$ cat src/rtl/int2float_share_if.sv
// -----------------------------------------------------------------------------
// int2float_share_if
//
// Bundles the per-requester request and response channels of the shared
// int2float scheduler.
//
//   req_valid [NREQ]     operand valid, one bit per requester
//   req_data  [NREQ*11]  operands; requester i owns bits [11*i+10 : 11*i]
//   req_ready [NREQ]     one-hot accept pulse back to the requesters
//   rsp_valid [NREQ]     one-hot result valid
//   rsp_ready [NREQ]     per-requester result accept
//   rsp_data  [7]        result for the lane flagged in rsp_valid
//
// Modports:
//   master - the requesting datapath lanes
//   slave  - the scheduler (int2float_share_ctrl)
// -----------------------------------------------------------------------------
interface int2float_share_if #(
    parameter int NREQ = 4
);
    logic [NREQ-1:0]    req_valid;
    logic [NREQ*11-1:0] req_data;
    logic [NREQ-1:0]    req_ready;
    logic [NREQ-1:0]    rsp_valid;
    logic [NREQ-1:0]    rsp_ready;
    logic [6:0]         rsp_data;

    modport master (
        output req_valid,
        output req_data,
        output rsp_ready,
        input  req_ready,
        input  rsp_valid,
        input  rsp_data
    );

    modport slave (
        input  req_valid,
        input  req_data,
        input  rsp_ready,
        output req_ready,
        output rsp_valid,
        output rsp_data
    );
endinterface

$ cat src/rtl/int2float_share_ctrl.sv
// -----------------------------------------------------------------------------
// int2float_share_ctrl
//
// Round-robin scheduler that time-shares one external combinational int2float
// converter (11-bit integer in, 7-bit float code out) among NREQ requesters.
// One operation is in flight at a time:
//   IDLE    arbitrate, accept the winner's operand into op_reg
//   ISSUE   drive op_reg onto conv_in, capture conv_out
//   CAPTURE keep conv_in stable, capture conv_out again (covers a converter
//           that registers its input)
//   RESP    present res_reg to the winner until it accepts
//
// Parameters:
//   NREQ   number of requesters (2..8)
//   CNT_W  width of the completed-operation counter
//
// Ports:
//   clk       rising-edge clock
//   rst       synchronous active-high reset
//   bus       request/response channels (int2float_share_if.slave)
//   conv_in   operand to the shared converter (0 when not converting)
//   conv_out  converter result, combinational from conv_in
//   busy      high whenever an operation is in flight
//   ops_done  count of completed response handshakes (wraps)
//
// Optional feature (macro INT2FLOAT_ZERO_BYPASS_EN):
//   When defined, a zero operand skips the converter and goes straight from
//   IDLE to RESP with a 7'h00 result. When undefined, zero operands take the
//   normal path through the converter.
// -----------------------------------------------------------------------------
module int2float_share_ctrl #(
    parameter int NREQ  = 4,
    parameter int CNT_W = 16
) (
    input  logic              clk,
    input  logic              rst,
    int2float_share_if.slave  bus,
    output logic [10:0]       conv_in,
    input  logic [6:0]        conv_out,
    output logic              busy,
    output logic [CNT_W-1:0]  ops_done
);

    localparam int PTR_W = (NREQ > 1) ? $clog2(NREQ) : 1;

    typedef enum logic [1:0] {
        IDLE    = 2'd0,
        ISSUE   = 2'd1,
        CAPTURE = 2'd2,
        RESP    = 2'd3
    } state_t;

    state_t             state_reg;
    state_t             state_next;
    logic [PTR_W-1:0]   rr_ptr_reg;
    logic [PTR_W-1:0]   rr_ptr_next;
    logic [PTR_W-1:0]   grant_reg;
    logic [PTR_W-1:0]   grant_next;
    logic [10:0]        op_reg;
    logic [10:0]        op_next;
    logic [6:0]         res_reg;
    logic [6:0]         res_next;
    logic [CNT_W-1:0]   ops_done_reg;
    logic [CNT_W-1:0]   ops_done_next;

    // Arbitration results
    logic               win_found;
    logic [PTR_W-1:0]   win_idx;
    logic [PTR_W-1:0]   win_idx_inc;
    logic [10:0]        win_data;
    int                 cand_i;
    logic [PTR_W-1:0]   cand;

    // Per-lane views
    logic [10:0]        lane_data [NREQ];
    logic [NREQ-1:0]    win_onehot;
    logic [NREQ-1:0]    grant_onehot;

    // -------------------------------------------------------------------------
    // Lane slicing and one-hot decode
    // -------------------------------------------------------------------------
    generate
        for (genvar gi = 0; gi < NREQ; gi++) begin : g_lane
            assign lane_data[gi]    = bus.req_data[11*gi +: 11];
            assign win_onehot[gi]   = win_found && (win_idx == PTR_W'(gi));
            assign grant_onehot[gi] = (grant_reg == PTR_W'(gi));
        end
    endgenerate

    // -------------------------------------------------------------------------
    // Round-robin arbiter: search upward from rr_ptr with wrap-around.
    // The loop runs from the farthest offset down to offset 0 so that the
    // candidate closest to rr_ptr is the last one written and therefore wins.
    // -------------------------------------------------------------------------
    always_comb begin
        win_found = 1'b0;
        win_idx   = '0;
        cand_i    = 0;
        cand      = '0;
        for (int k = NREQ - 1; k >= 0; k--) begin
            cand_i = int'(rr_ptr_reg) + k;
            if (cand_i >= NREQ) begin
                cand_i = cand_i - NREQ;
            end
            cand = PTR_W'(cand_i);
            if (bus.req_valid[cand]) begin
                win_found = 1'b1;
                win_idx   = cand;
            end
        end
    end

    // Pointer moves to the lane just after the winner (mod NREQ, which need
    // not be a power of two).
    assign win_idx_inc = (win_idx == PTR_W'(NREQ - 1)) ? '0 : (win_idx + PTR_W'(1));
    assign win_data    = lane_data[win_idx];

    // -------------------------------------------------------------------------
    // Next-state and datapath-register logic
    // -------------------------------------------------------------------------
    always_comb begin
        state_next    = state_reg;
        rr_ptr_next   = rr_ptr_reg;
        grant_next    = grant_reg;
        op_next       = op_reg;
        res_next      = res_reg;
        ops_done_next = ops_done_reg;

        case (state_reg)
            IDLE: begin
                if (win_found) begin
                    op_next     = win_data;
                    grant_next  = win_idx;
                    rr_ptr_next = win_idx_inc;
                    state_next  = ISSUE;
`ifdef INT2FLOAT_ZERO_BYPASS_EN
                    // Zero converts to zero; no need to occupy the converter.
                    if (win_data == 11'h000) begin
                        res_next   = 7'h00;
                        state_next = RESP;
                    end
`endif
                end
            end

            ISSUE: begin
                res_next   = conv_out;
                state_next = CAPTURE;
            end

            CAPTURE: begin
                // Second capture picks up the result of a converter that
                // registers its input; for a purely combinational converter it
                // simply re-samples the same value.
                res_next   = conv_out;
                state_next = RESP;
            end

            RESP: begin
                // Only the granted lane's ready completes the handshake.
                if (bus.rsp_ready[grant_reg]) begin
                    ops_done_next = ops_done_reg + CNT_W'(1);
                    state_next    = IDLE;
                end
            end

            default: begin
                state_next = IDLE;
            end
        endcase
    end

    // -------------------------------------------------------------------------
    // State registers
    // -------------------------------------------------------------------------
    always_ff @(posedge clk) begin
        if (rst) begin
            state_reg    <= IDLE;
            rr_ptr_reg   <= '0;
            grant_reg    <= '0;
            op_reg       <= '0;
            res_reg      <= '0;
            ops_done_reg <= '0;
        end else begin
            state_reg    <= state_next;
            rr_ptr_reg   <= rr_ptr_next;
            grant_reg    <= grant_next;
            op_reg       <= op_next;
            res_reg      <= res_next;
            ops_done_reg <= ops_done_next;
        end
    end

    // -------------------------------------------------------------------------
    // Outputs
    // -------------------------------------------------------------------------
    // Grant is offered only while idle; a completing handshake in RESP never
    // overlaps with a new grant.
    assign bus.req_ready = (state_reg == IDLE) ? win_onehot : '0;
    assign bus.rsp_valid = (state_reg == RESP) ? grant_onehot : '0;
    assign bus.rsp_data  = (state_reg == RESP) ? res_reg : 7'h00;

    // Converter input is parked at zero outside the converting states so the
    // converter logic does not toggle needlessly.
    assign conv_in  = ((state_reg == ISSUE) || (state_reg == CAPTURE)) ? op_reg : 11'h000;
    assign busy     = (state_reg != IDLE);
    assign ops_done = ops_done_reg;

endmodule

$ cat src/flat_wrapper.sv
// flat-port wrapper written by rule: the top's interface ports become plain ports
module int2float_share_ctrl_flat 
#(
    parameter int NREQ  = 4,
    parameter int CNT_W = 16
)
  (clk, rst, conv_in, conv_out, busy, ops_done, bus_req_valid, bus_req_data, bus_rsp_ready, bus_req_ready, bus_rsp_valid, bus_rsp_data);
  int2float_share_if #(.NREQ(NREQ)) bus_i ();
  input  logic clk;
  input  logic rst;
  output logic [10:0] conv_in;
  input  logic [6:0] conv_out;
  output logic busy;
  output logic [CNT_W-1:0] ops_done;
  input wire logic [$bits(bus_i.req_valid)-1:0] bus_req_valid;
  input wire logic [$bits(bus_i.req_data)-1:0] bus_req_data;
  input wire logic [$bits(bus_i.rsp_ready)-1:0] bus_rsp_ready;
  output wire logic [$bits(bus_i.req_ready)-1:0] bus_req_ready;
  output wire logic [$bits(bus_i.rsp_valid)-1:0] bus_rsp_valid;
  output wire logic [$bits(bus_i.rsp_data)-1:0] bus_rsp_data;
  assign bus_i.req_valid = bus_req_valid;
  assign bus_i.req_data = bus_req_data;
  assign bus_i.rsp_ready = bus_rsp_ready;
  assign bus_req_ready = bus_i.req_ready;
  assign bus_rsp_valid = bus_i.rsp_valid;
  assign bus_rsp_data = bus_i.rsp_data;
  int2float_share_ctrl #(.NREQ(NREQ), .CNT_W(CNT_W)) u_core (.clk(clk), .rst(rst), .bus(bus_i), .conv_in(conv_in), .conv_out(conv_out), .busy(busy), .ops_done(ops_done));
endmodule
$ cat config.mk
export PLATFORM = sky130hd
export DESIGN_NAME = int2float_share_ctrl_flat
export DESIGN_NICKNAME = d
export VERILOG_FILES = /design/src/rtl/int2float_share_if.sv /design/src/rtl/int2float_share_ctrl.sv /design/src/flat_wrapper.sv
export SDC_FILE = /design/constraint.sdc
export NUM_CORES = 1
export LEC_CHECK = 0
export ABC_AREA = 1
export CAP_MARGIN = 20
export CORE_UTILIZATION = 45
export DETAILED_ROUTE_END_ITERATION = 12
export PLACE_DENSITY = 0.81
export SYNTH_ARGS = -nofsm -noshare
export SYNTH_HDL_FRONTEND = slang
export SYNTH_SLANG_ARGS = --single-unit
$ cat constraint.sdc
create_clock -name clk -period 2.2 [get_ports clk]
set_input_delay 0.22 -clock clk [delete_from_list [all_inputs] [get_ports clk]]
set_output_delay 0.22 -clock clk [all_outputs]
set_load 0.005 [all_outputs]
==> flow_summary.json <==
{
  "status": "completed",
  "numClockSinks": 40,
  "async_reset_ff_frac": 0,
  "path_max_fanout": 4,
  "portBuffers": 103,
  "row_count": 28,
  "worstPathArrival_ns": 1.86,
  "root_buffer": "clkbuf_8",
  "hpwl_microns": 5560,
  "final_cells": 627,
  "slew_violations": 0,
  "synth_cell_types": 36,
  "dpl_cell_area_sq_um": 3920,
  "cp-end-kind": "primary output",
  "drcViolationCount": 0,
  "grt_usage": 0.232,
  "syn-num-nets": 500,
  "num_io_pins": 104,
  "dr.pass1.iters": 4,
  "cts.hold.buffers_added": 0,
  "dpl.cell_count": 618,
  "utilization": 0.696,
  "synth-seq-area-share": 0.288,
  "start_util": 0.469,
  "die_x_microns": 80.6,
  "vdd_drop_max_v": 0.000842,
  "final_period_minus_worst_setup_slack_ns": 2.08,
  "clock_path_buffers": 2,
  "gp_congestion": 0.881,
  "tightestPinTransition_ns": 0.503,
  "coreArea_sq_um": 5920,
  "final_area_sq_um": 4120,
  "overflow": 0,
  "clk_latency_ns": 0.29,
  "cts_buffers": 5,
  "setup_viol_count_final": 0,
  "synthesis.area_sq_um": 2780,
  "fmax_mhz": 482,
  "antenna_found_initial": 0,
  "p_per_area_nw_per_um2": 1100,
  "synth_top_area_frac": 0.288,
  "vias": 3017,
  "total_power_mw": 4.54,
  "cts_tree": "yes",
  "netlist_instances": 434,
  "drtAntennaViolNets": 0,
  "grt_max_degree": 23,
  "grt_pass1_vias": 2802,
  "pre_cts_slack_ns": -0.275,
  "drive_gt1_frac": 0.156,
  "die_h_microns": 80.6,
  "yosys_warnings": 0,
  "synthTopCellsByCount": "101 x nand2_1, 68 x inv_1, 61 x nor2_1",
  "synth_area_leaders": "dfxtp_1 29%, nand2_1 14%, inv_1 9.2%",
  "area_growth_pct": 48.4,
  "hold_path.class": "register to register",
  "crit_required_ns": 1.98,
  "ys_ff_latch": 40,
  "setup_ws_ns": 0.123,
  "hold_ws_ns": 0.475,
  "diodes": 0,
  "htreeDepth": 2,
  "avgSynthCellArea_sq_um": 6.40,
  "largest_reg_flops": 16,
  "grt_first_pass_wirelength_microns": 11900,
  "rsz0062_at_grt": "no",
  "routed_via_density": 4.81,
  "relSlewSlack": 0.664,
  "p_leak_nw": 1.98,
  "finalHoldViolCount": 0,
  "layout.nets": 617,
  "wire_per_inst_microns": 11.2,
  "maxCapViolCount": 0,
  "drtIter0Drc": 142,
  "start_kind": "input port",
  "dieArea_sq_um": 6490,
  "synth_edf_count": 0,
  "clk_pin_slew_ns": 0.07,
  "tns_ns": 0,
  "yosysTopAreaCell": "dfxtp_1",
  "finalCritPeriodShare": 0.944,
  "synth.most_common_cell": "nand2_1",
  "skew_ns": 0.00681,
  "postRouteWirelength_microns": 7050,
  "crit_type": "input port to primary output",
  "synth-main-ff-cell": "dfxtp_1"
}
[path summary, 6_finish.rpt]
check	from	to	slack (ns)	depth (start not counted)
setup / recovery	bus_req_valid[1]	bus_req_ready[1]	0.12	12
hold / removal	u_core.ops_done[4]	u_core.ops_done[4]	0.48	2
setup reg to reg	u_core.rr_ptr_reg[0]	u_core.op_reg[4]	0.35	13
hold reg to reg	u_core.ops_done[4]	u_core.ops_done[4]	0.48	2
[final cells by class]
type / count / area [sq um]
clock buffer: 7 / 96.3
clock inverter: 1 / 30.0
fill: 517 / 1800
inverter: 75 / 292
multi-input combinational: 306 / 1620
sequential: 40 / 806
tap: 75 / 93.8
timing repair buffer: 123 / 1180
[critical path, stage by stage]
cell and delay [ns]:
clkdlybuf4s50_1 0.48, inv_1 0.09, nand2_4 0.09, nand3_2 0.11
nand2_2 0.11, inv_2 0.05, nand2_2 0.07, nand3_4 0.11
nand2_8 0.11, inv_6 0.03, nor3_1 0.12, dlygate4sd2_1 0.28
[where the power goes]
group	internal, mW	leakage (nW)	total (mW)	switching, mW
registers	0.907	0.329	1.02	0.116
clock network	0.400	0.0645	0.651	0.250
logic	1.24	1.59	2.87	1.63
[layer usage]
layer | up-vias | GRT usage | part of all wire
met5 | - | 0 | 0
met4 | 0 | 0.0464 | 0.010
met3 | 12 | 0.0614 | 0.070
met2 | 97 | 0.428 | 0.50
met1 | 1337 | 0.264 | 0.42
li1 | 1571 | - | -
[cell usage in the layout (no fill, tap or decap), drive strengths merged, types with 2 or more instances in the layout]
master / instances
buf: 20
nand3b: 5
o21a: 2
o21ai: 17
dfxtp: 40
a21oi: 19
nand3: 40
a211oi: 2
xor2: 2
nand4: 5
nand2: 119
dlymetal6s2s: 2
clkdlybuf4s50: 99
ha: 5
inv: 75
xnor2: 2
clkbuf: 8
nor3: 10
nor2: 75
[logic make-up (layout without fill, tap and decap cells)]
logic type                 Yosys count  after routing  synth area share
AOI/OAI and AO/OA                   42             42            0.0829
xor gates and xnor gates             4              4            0.0126
adders and majority gates            5              5            0.0225
buffers and inverters               88            206             0.150
DFF                                 40             40             0.288
and+or+nand+nor                    255            255             0.444
[what timing repair did]
item                       CTS  global route
buffers inserted             1             0
setup endpoints to repair    6            17
gates resized for setup      9            15
pin swaps                    0             4
Power figures use the tool's default switching activity.
